`src/rtl/result_buffer_manager_pkg.sv`:
```
// Shared types and sizing for the result buffer manager.
package result_buffer_manager_pkg;

    localparam int RESULT_BUFFER_SIZE    = 8;
    localparam int RESULT_BUFFER_ID_SIZE = $clog2(RESULT_BUFFER_SIZE);

    typedef logic [31:0] ResultBufferEntryType;

    typedef enum logic {
        RB_IDLE,
        RB_FLUSH
    } RBMgrStateType;

endpackage

```
`src/rtl/result_buffer_manager_rb_free_finder.sv`:
```
// Priority encoder: lowest unallocated entry index plus an any-free flag.
module rb_free_finder #(
    parameter int RB_SIZE = 8,
    parameter int RB_ID_W = 3
) (
    input  logic [RB_SIZE-1:0] alloc_vec,
    output logic [RB_ID_W-1:0] free_idx,
    output logic               any_free
);

    // Walk from the top down so the lowest free index is the one that sticks.
    always_comb begin
        free_idx = '0;
        any_free = 1'b0;
        for (int i = RB_SIZE - 1; i >= 0; i--) begin
            if (!alloc_vec[i]) begin
                free_idx = RB_ID_W'(i);
                any_free = 1'b1;
            end
        end
    end

endmodule

```
`src/rtl/result_buffer_manager.sv`:
```
// Result buffer allocator with write-back, read port, release and sequential flush.
// Define RB_WR_BYPASS_EN to forward a same-cycle write onto the read port.
module result_buffer_manager
    import result_buffer_manager_pkg::*;
#(
    parameter int RB_SIZE = RESULT_BUFFER_SIZE,
    parameter int RB_ID_W = RESULT_BUFFER_ID_SIZE
) (
    input  logic               clk,
    input  logic               reset,
    input  logic               alloc_req,
    output logic               alloc_gnt,
    output logic [RB_ID_W-1:0] alloc_idx,
    input  logic               wr_en,
    input  logic [RB_ID_W-1:0] wr_idx,
    input  logic [31:0]        wr_data,
    input  logic [RB_ID_W-1:0] rd_idx,
    output logic [31:0]        rd_data,
    output logic               rd_valid,
    input  logic               rel_en,
    input  logic [RB_ID_W-1:0] rel_idx,
    input  logic               flush_req,
    output logic               flush_busy,
    output logic [RB_ID_W:0]   free_count,
    output logic               full
);

    localparam logic [RB_ID_W:0] COUNT_ONE  = (RB_ID_W+1)'(1);
    localparam logic [RB_ID_W:0] COUNT_FULL = (RB_ID_W+1)'(RB_SIZE);

    logic [RB_SIZE-1:0]                       alloc_vec_q, alloc_vec_d;
    logic [RB_SIZE-1:0]                       valid_vec_q, valid_vec_d;
    ResultBufferEntryType [RB_SIZE-1:0]       data_q, data_d;
    RBMgrStateType                            state_q, state_d;
    logic [RB_ID_W-1:0]                       flush_ptr_q, flush_ptr_d;
    logic [RB_ID_W:0]                         free_count_q, free_count_d;

    logic [RB_ID_W-1:0] free_idx;
    logic               any_free;
    logic               is_idle;
    logic               rel_hit;
    logic               wr_hit;

    rb_free_finder #(
        .RB_SIZE (RB_SIZE),
        .RB_ID_W (RB_ID_W)
    ) u_free_finder (
        .alloc_vec (alloc_vec_q),
        .free_idx  (free_idx),
        .any_free  (any_free)
    );

    assign is_idle    = (state_q == RB_IDLE);
    assign full       = (free_count_q == '0);
    assign free_count = free_count_q;
    assign flush_busy = (state_q == RB_FLUSH);
    assign alloc_idx  = free_idx;
    assign alloc_gnt  = alloc_req & ~full & any_free & is_idle & ~flush_req;

    // Release beats a write to the same entry in the same cycle.
    assign rel_hit = is_idle & rel_en & alloc_vec_q[rel_idx];
    assign wr_hit  = is_idle & wr_en & alloc_vec_q[wr_idx]
                   & ~(rel_hit & (rel_idx == wr_idx));

    always_comb begin
        rd_valid = alloc_vec_q[rd_idx] & valid_vec_q[rd_idx];
        rd_data  = rd_valid ? data_q[rd_idx] : '0;
`ifdef RB_WR_BYPASS_EN
        if (wr_hit && (wr_idx == rd_idx)) begin
            rd_valid = 1'b1;
            rd_data  = wr_data;
        end
`endif
    end

    always_comb begin
        alloc_vec_d  = alloc_vec_q;
        valid_vec_d  = valid_vec_q;
        data_d       = data_q;
        state_d      = state_q;
        flush_ptr_d  = flush_ptr_q;
        free_count_d = free_count_q;
        case (state_q)
            RB_IDLE: begin
                if (wr_hit) begin
                    data_d[wr_idx]      = wr_data;
                    valid_vec_d[wr_idx] = 1'b1;
                end
                if (rel_hit) begin
                    alloc_vec_d[rel_idx] = 1'b0;
                    valid_vec_d[rel_idx] = 1'b0;
                end
                if (alloc_gnt) begin
                    alloc_vec_d[free_idx] = 1'b1;
                    valid_vec_d[free_idx] = 1'b0;
                end
                if (alloc_gnt && !rel_hit) begin
                    free_count_d = free_count_q - COUNT_ONE;
                end else if (rel_hit && !alloc_gnt) begin
                    free_count_d = free_count_q + COUNT_ONE;
                end
                if (flush_req) begin
                    state_d     = RB_FLUSH;
                    flush_ptr_d = '0;
                end
            end
            RB_FLUSH: begin
                alloc_vec_d[flush_ptr_q] = 1'b0;
                valid_vec_d[flush_ptr_q] = 1'b0;
                data_d[flush_ptr_q]      = '0;
                flush_ptr_d              = flush_ptr_q + RB_ID_W'(1);
                if (flush_ptr_q == RB_ID_W'(RB_SIZE - 1)) begin
                    state_d      = RB_IDLE;
                    flush_ptr_d  = '0;
                    free_count_d = COUNT_FULL;
                end
            end
            default: begin
                state_d = RB_IDLE;
            end
        endcase
    end

    always_ff @(posedge clk) begin
        if (reset) begin
            alloc_vec_q  <= '0;
            valid_vec_q  <= '0;
            data_q       <= '0;
            state_q      <= RB_IDLE;
            flush_ptr_q  <= '0;
            free_count_q <= COUNT_FULL;
        end else begin
            alloc_vec_q  <= alloc_vec_d;
            valid_vec_q  <= valid_vec_d;
            data_q       <= data_d;
            state_q      <= state_d;
            flush_ptr_q  <= flush_ptr_d;
            free_count_q <= free_count_d;
        end
    end

endmodule

```
`config.mk`:
```
export PLATFORM = sky130hd
export DESIGN_NAME = result_buffer_manager
export DESIGN_NICKNAME = d
export VERILOG_FILES = /design/src/rtl/result_buffer_manager_pkg.sv /design/src/rtl/result_buffer_manager_rb_free_finder.sv /design/src/rtl/result_buffer_manager.sv
export SDC_FILE = /design/constraint.sdc
export NUM_CORES = 1
export LEC_CHECK = 0
export BUFFER_PORTS_ARGS = -buffer_cell sky130_fd_sc_hd__buf_4
export CAP_MARGIN = 20
export CORE_MARGIN = 2
export CORE_UTILIZATION = 40
export DETAILED_ROUTE_END_ITERATION = 16
export GPL_ROUTABILITY_DRIVEN = 0
export REMOVE_ABC_BUFFERS = 1
export SYNTH_ARGS = -nofsm -noshare
export SYNTH_HDL_FRONTEND = slang
export SYNTH_SLANG_ARGS = --single-unit
```
`constraint.sdc`:
```
create_clock -name clk -period 2.1 [get_ports clk]
set_input_delay 0.105 -clock clk [delete_from_list [all_inputs] [get_ports clk]]
set_output_delay 0.105 -clock clk [all_outputs]
set_load 0.05 [all_outputs]
```
# Yosys cells after proc, flatten, opt, wreduce, memory -nomap -nowiden
# Cells that the tools add are included.
# word_totals
regBits	280
inputBits	47
out_inout_bits	43
elab_cells	130
# op_classes
addsub	3
n_lt_le_gt_ge	9
eq_ne	6
muxes	62
bitwise_logic	27
reduce_logical	10
# ops
operator	n
one-hot mux 256 bit (2 select lines)	1
bitwise AND 256 bit	1
bitwise mux 256 bit	1
2-to-1 mux 256 bit	1
NOT 256 bit	1
demux 32 bit (select 3 bit)	2
2-to-1 mux 32 bit	4
binary-select mux 32 bit (select 3 bit)	1
2-to-1 mux 8 bit	8
bitwise AND 8 bit	5
one-hot mux 8 bit (2 select lines)	2
2-to-1 mux 3 bit	10
NOT 8 bit	3
< comparator 3 x 4 -> 1 bit, second input constant	5
2-to-1 mux 1 bit	18
OR 8 bit	2
binary-select mux 1 bit (select 3 bit)	4
demux 1 bit (select 3 bit)	4
>= comparator 3 x 1 -> 1 bit, second input constant	4
2-to-1 mux 4 bit	3
bitwise AND 1 bit	11
one-hot mux 4 bit (2 select lines)	1
logical AND 1 bit	6
one-hot mux 3 bit (2 select lines)	1
13 further kinds	18

# Longest topological paths before layout
# depth
word_depth	16
ltp_mapped	11
mapped_depth_nobuf	10

# By module
# From an unflattened synthesis, not the netlist that was laid out.
# hier_totals
cells_unflattened	1108
hier_area_um2	12195.4
# by_module_without_submodules
module	n_inst	cells_per_inst	area_each_um2	seq_area_each_um2
result_buffer_manager	1	1094	12117.9	5605.4
rb_free_finder	1	14	77.6	0.0

# Worst setup path before layout
# OpenSTA, ideal clock, no wires.
# synth_path
path_kind	flip-flop to flip-flop
startpoint	reg free_count_q[1] (netlist: free_count[1])
endpoint	reg free_count_q[2] (netlist: free_count[2])
setup_ns	0.115
arrival_ns	2.848
required_ns	1.985
setup_slack_ns	-0.863
path_stages_with_launch	11
path_buffers	0
period_less_slack_ns	2.963
path_cell_list	dfxtp_1 -> or4_1 -> nand3_1 -> a21oi_2 -> and2_1 -> xor2_1 -> ha_1 -> nor3_1 -> nand3_1 -> o41ai_1 -> a2111oi_0
# synth_between
elab_chain_cells	10
elab_cells_between_ends	16
classes_between	2 x add/sub; 1 x eq/ne; 3 x mux; 5 x bitwise; 5 x reduce/logical
# synth_lines
element	line_no	text
start, declared	result_buffer_manager.sv:36	logic [RB_ID_W:0] free_count_q, free_count_d;
start signal, assigned	result_buffer_manager.sv:138	free_count_q <= free_count_d;
logical NOT 4 bit *	result_buffer_manager.sv:54	assign full = (free_count_q == '0);
NOT 1 bit *	result_buffer_manager.sv:58	assign alloc_gnt = alloc_req & ~full & any_free & is_idle & ~flush_req;
bitwise AND 1 bit * (4 in a row)	result_buffer_manager.sv:58	
net alloc_gnt	result_buffer_manager.sv:12	output logic alloc_gnt,
logical NOT 1 bit	result_buffer_manager.sv:99	end else if (rel_hit && !alloc_gnt) begin
logical AND 1 bit	result_buffer_manager.sv:99	
inequality test 3 x 1 -> 1 bit (no source line)	-	
AND reduction 2 bit (no source line)	-	
# Mark *: on every way through the listed nets, which the timed path passes. The rest lies on a longest branch. The select of a mux whose other input is x is not followed.
# A chain may end at the register's enable or synchronous reset.

# Final worst setup path
# layout_path
startpoint	reg alloc_vec_q[4]
endpoint	out rd_data[8]
# layout_between
elab_chain_cells	4
# layout_lines
element	line_no	text
start, declared	result_buffer_manager.sv:31	logic [RB_SIZE-1:0] alloc_vec_q, alloc_vec_d;
start signal, assigned	result_buffer_manager.sv:133	alloc_vec_q <= alloc_vec_d;
binary-select mux 1 bit (select 3 bit)	result_buffer_manager.sv:66	rd_valid = alloc_vec_q[rd_idx] & valid_vec_q[rd_idx];
2-to-1 mux 1 bit (not written as such)	result_buffer_manager.sv:66	
bitwise AND 1 bit	result_buffer_manager.sv:66	
2-to-1 mux 32 bit	result_buffer_manager.sv:67	rd_data = rd_valid ? data_q[rd_idx] : '0;
end, declared	result_buffer_manager.sv:18	output logic [31:0] rd_data,
# Every way passes these cells. The select of a mux whose other input is x is not followed.

==> reports/metrics.cfg <==
[sta]
min_period_over_period_pct=116.5
slew_violations=0
holdWs_ns=0.05870
setup_viol=292
rsz0062_at_grt=true
max_freq_mhz=408.6
final.min_clock_period_ns=2.448
skew_ns=0.01354
hold_violations=0
tns_ns=-64.98
setup_slack_ns=-0.3475
relSlewSlack_pct=66.92
max_slew.worst_pin.slew_ns=0.4823

[power]
power.internal_mw=9.344
ir_drop_mv=0.6402
p_clk_share_pct=41.8
p_comb_share_pct=15.5
power_switching_mw=3.362
p_per_area_nw_per_um2=698.8
switching_share_pct=26.46
seq_power_share_pct=42.7
power.total_mw=12.71
p_leak_nw=6.787

[route]
drc_errors=0
vias=11230
wl_per_cell_um=27.07
drt-initial-drc-count=1205
wirelength_um=47320
vias_per_cell=6.427
drtPass1Iterations=5
ant_nets=0

[synthesis]
synth.distinct_cells=58
syn_area_sq_um=12150
syn_avg_cell_area_sq_um=10.92
synth_flop_cell=dfxtp_1
yosys.area_share.xor_xnor_pct=0.3603
synth-seq-cells=280
synthMuxAreaShare_pct=15.12
synth-edff-count=0
synth_compound_area_share_pct=23.51
synthArstFlopShare_pct=0
yosys.area_share.simple_pct=8.894
ys_warn_count=0
synth_fa_ha_area_share_pct=0.4118
synth_top_family_by_area=compound AO/OA/AOI/OAI gates
netlist_instances=1113
synth-seq-area-share_pct=46.12

[cells_and_area]
drive_above_1_share_pct=40.50
diodes=0
area_growth_pct=49.59
fin_cells=1748
fin_nets=1387
fin_util_pct=61.02

[setup_path]
startpoint_type=flip-flop
reg2reg_depth=11
cp_max_fo=7
critPathCaptureType=output port
crit_type=flip-flop to output port
path_cells=buf_6, buf_6, nand2_4, nor2_4, a31oi_4, a211oi_4, a21oi_4, buf_12, clkbuf_16, nor2_4, buf_8
path_buf_inv=5
worstSetupPathDepth=11
cp.arrival_ns=2.34
crit_slowest_cell=dfxtp_2
path_delay_family=buffers and inverters
max_stage_delay_ns=0.34
cp.required_ns=2.00

[outcome]
violations=negative setup slack
status=complete, but fails checks

[die]
chipWidth_um=178.3
die_height_um=178.3
dieArea_sq_um=31800
ios=90
initial_utilization_pct=40.79
design.core.area_sq_um=29800
num_rows=63

[clock_network]
path_clk_slew_ns=0.06
clock-root-buffer=clkbuf_16
clk-insertion-delay-late_ns=0.57
clockBufferDepth=3
numCtsBuffers=30
cts_max_level=1
cts_tree=yes
cts.sinks=280

[global_routing]
grt_pass1_vias=10620
antenna_found_initial=0
grt_pass1_wl_um=63850
grt_max_degree=69
overflow=0
grt_use_total_pct=26.32

[hold_path]
whs_path_depth=4
hold_class=primary input to flip-flop

[flow_run]
drv_cap=0

[place]
dpl.hpwl_um=21970
io_buffers=89
dp_cells=1559

==> cells in the mapped netlist, types with 2 or more instances <==
library cell	n	area, sq um
nand3b_1	3	22.52
nand4_1	5	31.28
ha_1	4	50.05
buf_6	8	90.09
o21ai_0	23	115.1
dfxtp_1	280	5605
o311a_4	3	63.81
nand2_1	62	232.7
and2_1	11	68.82
a22o_1	85	744.5
nand2b_1	2	12.51
buf_2	29	145.1
xor2_1	4	35.03
mux4_2	64	1441
a21boi_0	3	22.52
o41ai_1	2	17.52
nor3_1	15	75.07
nand3_1	45	225.2
a211oi_1	3	22.52
or3_1	6	37.54
and3_1	4	25.02
or3b_2	2	17.52
or4_1	2	15.01
clkbuf_1	69	259.0
a311oi_1	2	17.52
a21oi_1	20	100.1
o21ai_1	25	125.1
mux2i_1	37	370.4
nor4bb_1	2	20.02
o31a_1	3	26.28
buf_1	36	135.1
a31oi_1	15	93.84
inv_1	12	45.04
nor2_1	63	236.5
a32o_1	140	1401
nor2b_1	2	12.51
==> worst reg2reg max path, delay by kind of cell (launching register included) <==
kind / cells / cell delay, ns
buffers and inverters: 5 / 0.74
flip-flops: 1 / 0.34
AND/OR/NAND/NOR: 2 / 0.41
multiplexers: 1 / 0.26
AO/OA/AOI/OAI: 3 / 0.62
==> through the flow <==
stage / cell area, sq um / setup slack (ns)
2_1_floorplan: 11520 / -4.752
3_5_place_dp: 14000 / -0.3006
4_1_cts: 17040 / -0.3502
6_report: 18180 / -0.3475
3_3_place_gp: 14000 / -0.2580
5_1_grt: 18180 / -0.3851
==> cell usage in the layout, fill, tap and decap left out, types with 4 or more instances in the layout <==
cell	synthesis	final
dfxtp_1	280	273
a32o_1	140	140
buf_4	0	137
a22o_1	85	85
mux4_2	64	64
nand2_1	62	58
buf_12	0	49
clkbuf_16	0	48
buf_6	8	42
nor2_4	0	40
mux2i_1	37	36
dlygate4sd3_1	0	35
nand3_2	0	32
buf_8	0	32
o21ai_1	25	26
nor2_1	63	24
buf_16	0	19
a21oi_1	20	16
nor3_1	15	13
nand3_1	45	12
o21ai_0	23	12
inv_1	12	11
and2_1	11	10
a31oi_1	15	10
o21ai_2	0	8
clkbuf_1	69	7
clkinv_2	0	6
clkbuf_8	0	6
nand4_1	5	5
or3_1	6	5
a31oi_4	0	4
dfxtp_2	0	4
==> sequential cells by signal, summed over array words and instances (netlist names) <==
signal	count
data_q	256
alloc_vec_q	8
valid_vec_q	8
free_count	4
flush_ptr_q	3
flush_busy	1
==> layout make-up <==
class                   instances  area [sq um]
multi-input cells             679          6751
clock inverters                11         122.6
well taps                     390         488.0
clock buffers                  43         859.6
fillers                      2305         11610
flip-flops and latches        280          5622
repair buffers                332          4287
inverters                      13         51.30
==> path summary, 6_finish.rpt <==
kind,start,to,slack [ns]
max,alloc_vec_q[4],rd_data[8],-0.35
min,rel_en,alloc_vec_q[4],0.06
max reg2reg,alloc_vec_q[1],data_q[208],-0.33
min reg2reg,data_q[196],data_q[196],0.46
==> routing by layer <==
layer  up-vias  track usage (%)  part of all wire, %
li1       4818                -                    -
met1      5647            35.44                   40
met2       610            42.96                   46
met3       159            4.966                  9.7
met4         0            8.062                  4.3
met5         -                0                    0
==> cell families (layout without fill, tap and decap cells) <==
logic type | count (synthesis) | after routing
AO/OA/AOI/OAI | 336 | 336
XOR/XNOR | 5 | 5
adder cells (fa/ha/maj) | 4 | 4
buffers and inverters | 155 | 399
flip-flops | 280 | 280
multiplexers | 103 | 103
AND/OR/NAND/NOR | 230 | 231
==> power groups by stage <==
stage / clock network [mW] / logic [mW] / registers [mW]
2_1_floorplan: 0 / 0.494 / 5.57
4_1_cts: 5.34 / 1.74 / 5.42
3_5_place_dp: 0 / 1.33 / 5.54
5_1_grt: 5.56 / 2.05 / 5.43
3_3_place_gp: 0 / 1.32 / 5.54
6_report: 5.31 / 1.98 / 5.42
==> what timing repair did <==
| item | 4_1_cts | 5_1_grt |
|---|---|---|
| hold endpoints to repair | 240 | 0 |
| pin swaps | 77 | 142 |
| gates cloned | 23 | 26 |
| buffers inserted | 43 | 30 |
| resized for setup | 185 | 148 |
| endpoints found under the setup margin | 263 | 298 |
| hold buffers | 35 | 0 |
No activity file was read; power rests on OpenSTA's default activity.
